==> config.mk <==
export PLATFORM = sky130hd
export DESIGN_NAME = video_pattern_gen
export DESIGN_NICKNAME = d
export VERILOG_FILES = /design/src/rtl/video_pkg.sv /design/src/rtl/video_timing.sv /design/src/rtl/video_pattern_gen.sv
export SDC_FILE = /design/constraint.sdc
export NUM_CORES = 1
export LEC_CHECK = 0
export ABC_AREA = 1
export BUFFER_PORTS_ARGS = -buffer_cell sky130_fd_sc_hd__buf_4
export CELL_PAD_IN_SITES_DETAIL_PLACEMENT = 1
export CELL_PAD_IN_SITES_GLOBAL_PLACEMENT = 1
export CORE_AREA = 5 5 96 187
export DETAILED_ROUTE_END_ITERATION = 7
export DIE_AREA = 0 0 101 192
export PLACE_DENSITY_LB_ADDON = 0.1
export SYNTH_ARGS = -nofsm -noshare
export SYNTH_HDL_FRONTEND = slang
export SYNTH_SLANG_ARGS = --single-unit
==> constraint.sdc <==
create_clock -name clk_i -period 2.1 [get_ports clk_i]
set_input_delay 0.42 -clock clk_i [delete_from_list [all_inputs] [get_ports clk_i]]
set_output_delay 0.42 -clock clk_i [all_outputs]
set_load 0.02 [all_outputs]
==> src/rtl/video_pkg.sv <==
// Shared definitions for the video pattern generator: pattern mode
// encodings, the colour-bar order table and a timing-total helper.
package video_pkg;

    typedef enum logic [1:0] {
        MODE_SOLID = 2'd0,
        MODE_BARS  = 2'd1,
        MODE_RAMP  = 2'd2,
        MODE_CHECK = 2'd3
    } mode_e;

    // Bar colours left to right as {R,G,B} channel-on masks; index 0 is the
    // leftmost bar (white), index 7 the rightmost (black).
    localparam logic [7:0][2:0] BAR_MASK = {
        3'b000,   // 7 black
        3'b001,   // 6 blue
        3'b100,   // 5 red
        3'b101,   // 4 magenta
        3'b010,   // 3 green
        3'b011,   // 2 cyan
        3'b110,   // 1 yellow
        3'b111    // 0 white
    };

    // Total clocks per line (or lines per frame) from its four regions.
    function automatic int calcTotal(input int active, input int fp,
                                     input int sync, input int bp);
        return active + fp + sync + bp;
    endfunction

endpackage

==> src/rtl/video_timing.sv <==
// Raster timing core: horizontal/vertical position counters, the advance
// enable, and the registered de/h/v/frame_start outputs. The current
// position and its decode are exported so the pattern logic can compute the
// pixel that is registered alongside these outputs.
module video_timing
    import video_pkg::*;
#(
    parameter int   H_ACTIVE = 64,
    parameter int   H_FP     = 4,
    parameter int   H_SYNC   = 8,
    parameter int   H_BP     = 4,
    parameter int   V_ACTIVE = 48,
    parameter int   V_FP     = 2,
    parameter int   V_SYNC   = 2,
    parameter int   V_BP     = 2,
    parameter logic SYNC_POL = 1'b1,
    parameter int   HW       = $clog2(calcTotal(H_ACTIVE, H_FP, H_SYNC, H_BP)),
    parameter int   VW       = $clog2(calcTotal(V_ACTIVE, V_FP, V_SYNC, V_BP))
) (
    input  logic          clk_i,
    input  logic          rst_ni,
    input  logic          en_i,
    output logic [HW-1:0] x_o,
    output logic [VW-1:0] y_o,
    output logic          active_o,
    output logic          frameStartNext_o,
    output logic          de_o,
    output logic          h_o,
    output logic          v_o,
    output logic          frameStart_o
);

    localparam int H_TOTAL = calcTotal(H_ACTIVE, H_FP, H_SYNC, H_BP);
    localparam int V_TOTAL = calcTotal(V_ACTIVE, V_FP, V_SYNC, V_BP);

    localparam logic [HW-1:0] H_LAST      = HW'(H_TOTAL - 1);
    localparam logic [HW-1:0] H_ACT_END   = HW'(H_ACTIVE);
    localparam logic [HW-1:0] H_SYNC_BEG  = HW'(H_ACTIVE + H_FP);
    localparam logic [HW-1:0] H_SYNC_END  = HW'(H_ACTIVE + H_FP + H_SYNC);
    localparam logic [VW-1:0] V_LAST      = VW'(V_TOTAL - 1);
    localparam logic [VW-1:0] V_ACT_END   = VW'(V_ACTIVE);
    localparam logic [VW-1:0] V_SYNC_BEG  = VW'(V_ACTIVE + V_FP);
    localparam logic [VW-1:0] V_SYNC_END  = VW'(V_ACTIVE + V_FP + V_SYNC);

    logic [HW-1:0] hCnt_q, hCnt_d;
    logic [VW-1:0] vCnt_q, vCnt_d;
    logic          de_q, h_q, v_q, frameStart_q;
    logic          activeNow, hSyncNow, vSyncNow, frameStartNow;

    // Decode the current position and work out where the raster goes next.
    always_comb begin
        activeNow     = (hCnt_q < H_ACT_END) && (vCnt_q < V_ACT_END);
        hSyncNow      = (hCnt_q >= H_SYNC_BEG) && (hCnt_q < H_SYNC_END);
        vSyncNow      = (vCnt_q >= V_SYNC_BEG) && (vCnt_q < V_SYNC_END);
        frameStartNow = (hCnt_q == '0) && (vCnt_q == '0);
        hCnt_d        = hCnt_q + HW'(1);
        vCnt_d        = vCnt_q;
        if (hCnt_q == H_LAST) begin
            hCnt_d = '0;
            vCnt_d = (vCnt_q == V_LAST) ? '0 : vCnt_q + VW'(1);
        end
    end

    // Register the decoded timing and advance the counters on enabled edges.
    always_ff @(posedge clk_i or negedge rst_ni) begin
        if (!rst_ni) begin
            hCnt_q       <= '0;
            vCnt_q       <= '0;
            de_q         <= 1'b0;
            h_q          <= ~SYNC_POL;
            v_q          <= ~SYNC_POL;
            frameStart_q <= 1'b0;
        end else if (en_i) begin
            hCnt_q       <= hCnt_d;
            vCnt_q       <= vCnt_d;
            de_q         <= activeNow;
            h_q          <= hSyncNow ? SYNC_POL : ~SYNC_POL;
            v_q          <= vSyncNow ? SYNC_POL : ~SYNC_POL;
            frameStart_q <= frameStartNow;
        end
    end

    assign x_o              = hCnt_q;
    assign y_o              = vCnt_q;
    assign active_o         = activeNow;
    assign frameStartNext_o = frameStartNow;
    assign de_o             = de_q;
    assign h_o              = h_q;
    assign v_o              = v_q;
    assign frameStart_o     = frameStart_q;

endmodule

==> src/rtl/video_pattern_gen.sv <==
// Parametrised video source: real blanking/sync timing plus four selectable
// test patterns (solid, colour bars, ramp, checkerboard). Mode and solid
// colour are captured on pixel (0,0) so a frame never mixes two patterns.
module video_pattern_gen
    import video_pkg::*;
#(
    parameter int   CW       = 8,
    parameter int   H_ACTIVE = 64,
    parameter int   H_FP     = 4,
    parameter int   H_SYNC   = 8,
    parameter int   H_BP     = 4,
    parameter int   V_ACTIVE = 48,
    parameter int   V_FP     = 2,
    parameter int   V_SYNC   = 2,
    parameter int   V_BP     = 2,
    parameter logic SYNC_POL = 1'b1
) (
    input  logic            clk_i,
    input  logic            rst_ni,
    input  logic            en_i,
    input  logic [1:0]      mode_i,
    input  logic [3*CW-1:0] solid_rgb_i,
    output logic [3*CW-1:0] rgb_o,
    output logic            h_o,
    output logic            v_o,
    output logic            de_o,
    output logic            frame_start_o
);

    localparam int HW       = $clog2(calcTotal(H_ACTIVE, H_FP, H_SYNC, H_BP));
    localparam int VW       = $clog2(calcTotal(V_ACTIVE, V_FP, V_SYNC, V_BP));
    localparam int BAR_W    = H_ACTIVE / 8;
    localparam int BW       = (BAR_W > 1) ? $clog2(BAR_W) : 1;
    localparam logic [BW-1:0] BAR_LAST = BW'(BAR_W - 1);

    logic [HW-1:0]   x;
    logic [VW-1:0]   y;
    logic            active;
    logic            frameStartNext;

    logic [BW-1:0]   barCnt_q, barCnt_d, barCntCur;
    logic [2:0]      barIdx_q, barIdx_d, barIdxCur;
    mode_e           modeLat_q, modeCur;
    logic [3*CW-1:0] solidLat_q, solidCur;
    logic [3*CW-1:0] rgb_q, pixel;
    logic [2:0]      barMask;
    logic [CW-1:0]   rampVal;
    logic            unusedY;

    video_timing #(
        .H_ACTIVE (H_ACTIVE),
        .H_FP     (H_FP),
        .H_SYNC   (H_SYNC),
        .H_BP     (H_BP),
        .V_ACTIVE (V_ACTIVE),
        .V_FP     (V_FP),
        .V_SYNC   (V_SYNC),
        .V_BP     (V_BP),
        .SYNC_POL (SYNC_POL),
        .HW       (HW),
        .VW       (VW)
    ) u_timing (
        .clk_i            (clk_i),
        .rst_ni           (rst_ni),
        .en_i             (en_i),
        .x_o              (x),
        .y_o              (y),
        .active_o         (active),
        .frameStartNext_o (frameStartNext),
        .de_o             (de_o),
        .h_o              (h_o),
        .v_o              (v_o),
        .frameStart_o     (frame_start_o)
    );

    // Only y[3] drives the checkerboard; the rest of y is deliberately unused.
    assign unusedY = ^y;

    // Bar-width sub-counter: restarts at the left edge, steps the bar index
    // every BAR_W pixels so no divider is needed.
    always_comb begin
        barCntCur = (x == '0) ? '0 : barCnt_q;
        barIdxCur = (x == '0) ? '0 : barIdx_q;
        barCnt_d  = barCntCur + BW'(1);
        barIdx_d  = barIdxCur;
        if (barCntCur == BAR_LAST) begin
            barCnt_d = '0;
            barIdx_d = barIdxCur + 3'd1;
        end
    end

    // Pick the pattern for the current pixel; on pixel (0,0) the live inputs
    // are used directly because they are being latched on this same edge.
    always_comb begin
        modeCur  = frameStartNext ? mode_e'(mode_i) : modeLat_q;
        solidCur = frameStartNext ? solid_rgb_i : solidLat_q;
        barMask  = BAR_MASK[barIdxCur];
        rampVal  = CW'(x);
        pixel    = '0;
        case (modeCur)
            MODE_SOLID: pixel = solidCur;
            MODE_BARS:  pixel = {{CW{barMask[2]}}, {CW{barMask[1]}}, {CW{barMask[0]}}};
            MODE_RAMP:  pixel = {rampVal, rampVal, rampVal};
            MODE_CHECK: pixel = (x[3] ^ y[3]) ? '0 : {(3*CW){1'b1}};
            default:    pixel = '0;
        endcase
    end

    // Register the pixel (blanked outside active video) and the frame latches.
    always_ff @(posedge clk_i or negedge rst_ni) begin
        if (!rst_ni) begin
            barCnt_q   <= '0;
            barIdx_q   <= '0;
            modeLat_q  <= MODE_SOLID;
            solidLat_q <= '0;
            rgb_q      <= '0;
        end else if (en_i) begin
            barCnt_q <= barCnt_d;
            barIdx_q <= barIdx_d;
            if (frameStartNext) begin
                modeLat_q  <= modeCur;
                solidLat_q <= solidCur;
            end
            rgb_q <= active ? pixel : '0;
        end
    end

    assign rgb_o = rgb_q;

endmodule

==> run summary <==
The maximum fanout count along the critical path came out at 7. STA puts the critical path data required time at 2.33 ns. For the pin with the worst max-slew slack, the measured transition is 0.347 ns.

The async set-reset flop share out of synthesis came out at 100%. In the post-synthesis netlist, the cell with the most instances is nand2_1. Setup repair after global routing could not meet its margin everywhere. The reg-to-reg setup timing slack is 0.05 ns.

The critical path goes through inv_2 > ha_2 > nand2_2 > nor2_4 > buf_12 > buf_6 > nand3b_1 > nand2_2 > nor2_1 > nand2_1 > nand3_1 > nand2_1 > nand2_1. Ratio of routed vias to standard cells: 4.45. The clock transition at the registers of the reported paths came out at 0.06 ns. For this configuration, the core starts out at a cell density of 24.4%. The number of clock sinks was 73; the total congestion overflow was 0. The max-capacitance violation count is 0. The congestion estimate from routability-driven global placement came to 0.790.

The tools report the initial antenna violation count as 0. The library cell with the largest summed area after synthesis is dfrtp_1. Entering global routing, the biggest net connects 40 pins. For this run, the detailed router's first-pass iteration total came to 4.

The root buffer cell chosen for the clock tree is clkbuf_16. The fraction of power spent switching nets is 36.7%. The number of warnings printed during yosys synthesis was 0.

The count of final hold-check violations was 0; the area of the multi-input gates was 1810 um2. For the worst setup path, the data arrival time is 2.28 ns. For the number of fill cells in the layout, the log shows 1994. Share of Yosys cell area claimed by the top area cell type: 46.1%.

The fraction of layout instances using a drive strength above 1 was 27.3%; the number of different library cells in the post-synthesis netlist was 34. The worst hold path begins at mode_i[0]. The cell row count came out at 66. The total met2 wirelength after detailed routing was 8810 um; the total I/O pin count was 57. The worst hold path class was in2reg. TritonCTS built the clock tree. Origin of the critical flop-to-flop path: u_timing.y_o[0]. The combined area of all synthesized cells was 3960 um2; the residual DRC count was 0. The clock network accounts for 26.5% of the total power. Internal power comes to 0.00345 W.

Static timing analysis puts the maximum clock frequency at 488 MHz. The sequential cells in the finished layout cover a total of 1830 um2. For this run, the slowest stage of the critical path takes 0.39 ns.

The analysis attributes to net switching a power of 0.00200 W. The number of nets in the layout was 672; the die area was 19400 um2. The tools report the number of antenna diodes as 0. The most common cell type on the critical path was nand2_1.

Compared with the post-synthesis result, the final layout area differs by 39.3%. The category of the worst setup path launch point was a flop. Synthesis produced 520 cells. The kind of cell with the highest combined delay along the critical path is simple AND/OR/NAND/NOR gates. The number of pins with negative max-slew slack in the final report was 0.

Post-detailed-route count of antenna-violating nets: 0. After synthesis, flip-flops and latches occupy 46.1% of the total area. The proportion of power drawn by flip-flops and latches came out at 36.0%.

Counting along the longest clock path gives a buffer depth of 2. The wire length of the first global-routing pass was 22500 um. The height of the die was 192 um. Among all stages on the critical path, the largest delay is contributed by dfrtp_1.

Clock tree synthesis inserted a total of 9 buffers. The insertion delay of the later-clocked pin in the worst-skew pair is 0.34 ns, and the routed wirelength normalized by instance count is 17.2 um. Power density of the placed cells: 988 nW/um2. After synthesis the netlist holds a flip-flop and latch count of 73. The met3 wire length is 292 um.

The average footprint of a synthesized cell was 7.62 um2; the standard cell core area was 16300 um2. Wires add up to 14500 um. The H-tree generated during clock tree synthesis spans 3 levels.

Yosys attributes the largest share of cell area to dfrtp_1, nand2_1, inv_1, nand3_1, o22ai_1. Non-filler instance count after layout: 844. Headroom to the max-slew limit came out at 76.9%.

For the via total after detailed routing, the log shows 3759. Source of the critical timing path: u_timing.y_o[0]. The final instance area is 5520 um2, and the placed standard-cell area is 4970 um2.

Combined global-route utilization of all metal layers: 15.5%. The worst path uses 97.5% of the clock period. The top routing layer in use is met4.

Including well taps, the total number of placed cells is 812. The total buffers and inverters traversed by the critical path was 3; the setup violation total in the final timing report was 0. The number of flops mapped to enable cells by yosys works out to 0.

Number of global-route vias before repair: 4147. The worst setup path is of the reg2reg kind. STA classifies the critical path endpoint as a flop. In the final routing, the length of wire on met1 measures 5080 um. For this design the static power due to leakage is 2.96 nW. Minimum period implied by the final worst setup slack: 2.05 ns.

The estimated wirelength of the detail-placed design came out at 10800 um. The number of I/O port buffers works out to 56. The synthesized netlist net count was 557; the clock skew after layout was 0.00753 ns.

The run finished with clean final reports. Counting instances in the post-synthesis netlist gives the leading cell types as nand2_1, inv_1, dfrtp_1. For this block, the initial DRC count from the detailed router was 69. The logic gate share of total power is 37.4%, and the highest ir drop seen on vdd is 0.346 mV. The most frequently used flop master after synthesis is dfrtp_1.

From left edge to right edge, the die measures 101 um.
==> worst reg2reg max path, delay by kind of cell, from the launching register on <==
family / cells / cell delay (ns)
flip-flops: 1 / 0.39
buffers and inverters: 3 / 0.31
adder cells (fa/ha/maj): 1 / 0.18
AND/OR/NAND/NOR: 9 / 1.06
==> per-stage QoR <==
step	hold slack, ns	worst slack, ns	setup TNS (ns)	utilization, %	total power [W]
floorplan	0.124	0.389	0	-	0.00304
global placement	0.354	-0.112	-0.112	30.6	0.00402
detailed placement	0.354	-0.168	-0.248	30.6	0.00405
CTS	0.303	0.0153	0	32.4	0.00555
global route	0.338	-0.0556	-0.369	33.9	0.00587
finish	0.313	0.0529	0	33.9	0.00546
==> path summary, 6_finish.rpt <==
kind,depth (start not counted),end
worst max-delay path,13,rgb_o[3]
worst min-delay path,3,modeLat_q[0]
min in group asynchronous,2,solidLat_q[13]
worst min register to register,2,rgb_o[11]
worst max register to register,13,rgb_o[3]
max in group asynchronous,3,rgb_o[22]
==> logic make-up (layout without fill, tap and decap cells) <==
family	Yosys count	after routing	share of synthesized area, %
adders and majority gates	8	8	2.53
and+or+nand+nor	263	265	29.5
buffers and inverters	98	216	10.4
xor gates and xnor gates	5	5	1.10
DFF	73	73	46.1
AOI/OAI and AO/OA	73	73	10.4
==> cells in the final DEF (no fill, tap or decap), types with 3 or more instances in the layout <==
cell         n
or2_1       14
inv_2        6
o21ai_0     16
buf_12       7
inv_1       73
buf_4      104
nand2_1    162
xor2_1       4
a21oi_1      7
o21ai_1     19
o21ai_2      4
dfrtp_1     73
or2_0        5
nand3_1     31
clkinv_2     3
nor2_2       5
clkbuf_16   11
nand2_2     15
buf_6        5
ha_1         7
nor3_1       3
nor2_1      17
o22ai_1     23
==> per-layer routing <==
| metal | vias up | GRT usage, % |
|---|---|---|
| met1 | 1834 | 15.1 |
| met2 | 43 | 31.3 |
| met5 | - | 0 |
| met4 | 0 | 6.20 |
| met3 | 18 | 2.22 |
| li1 | 1864 | - |
==> power groups by stage <==
stage	clock network [W]	registers (W)	logic (W)
after detailed placement	0	0.00200	0.00205
after floorplan	0	0.00224	0.000798
after global routing	0.00156	0.00202	0.00230
final	0.00145	0.00196	0.00204
after global placement	0	0.00199	0.00204
after CTS	0.00151	0.00198	0.00206
==> flip-flops by register name, summed over array words and instances (netlist names) <==
register / count
u_timing.y_o: 6
barCnt_q: 3
solidLat_q: 24
modeLat_q: 2
u_timing.h_o: 1
u_timing.de_o: 1
rgb_o: 24
u_timing.v_o: 1
u_timing.x_o: 7
barIdx_q: 3
u_timing.frameStart_o: 1
==> area by class of cell <==
cell class              count  area share, %
multi-input cells         351           32.8
well taps                 204           4.62
repair buffers            119           18.8
clock buffers              13           4.71
clock inverters             3          0.272
inverters                  81           5.73
flip-flops and latches     73           33.1
==> timing repair <==
action                                  CTS  global route
hold buffers                              1             0
gates resized for setup                   4            38
endpoints found under the setup margin    4            22
buffers inserted                          0            11
endpoints found under the hold margin    21             0
pin swaps                                 0             9
gates cloned                              0             4
No activity file was read; power rests on OpenSTA's default activity.
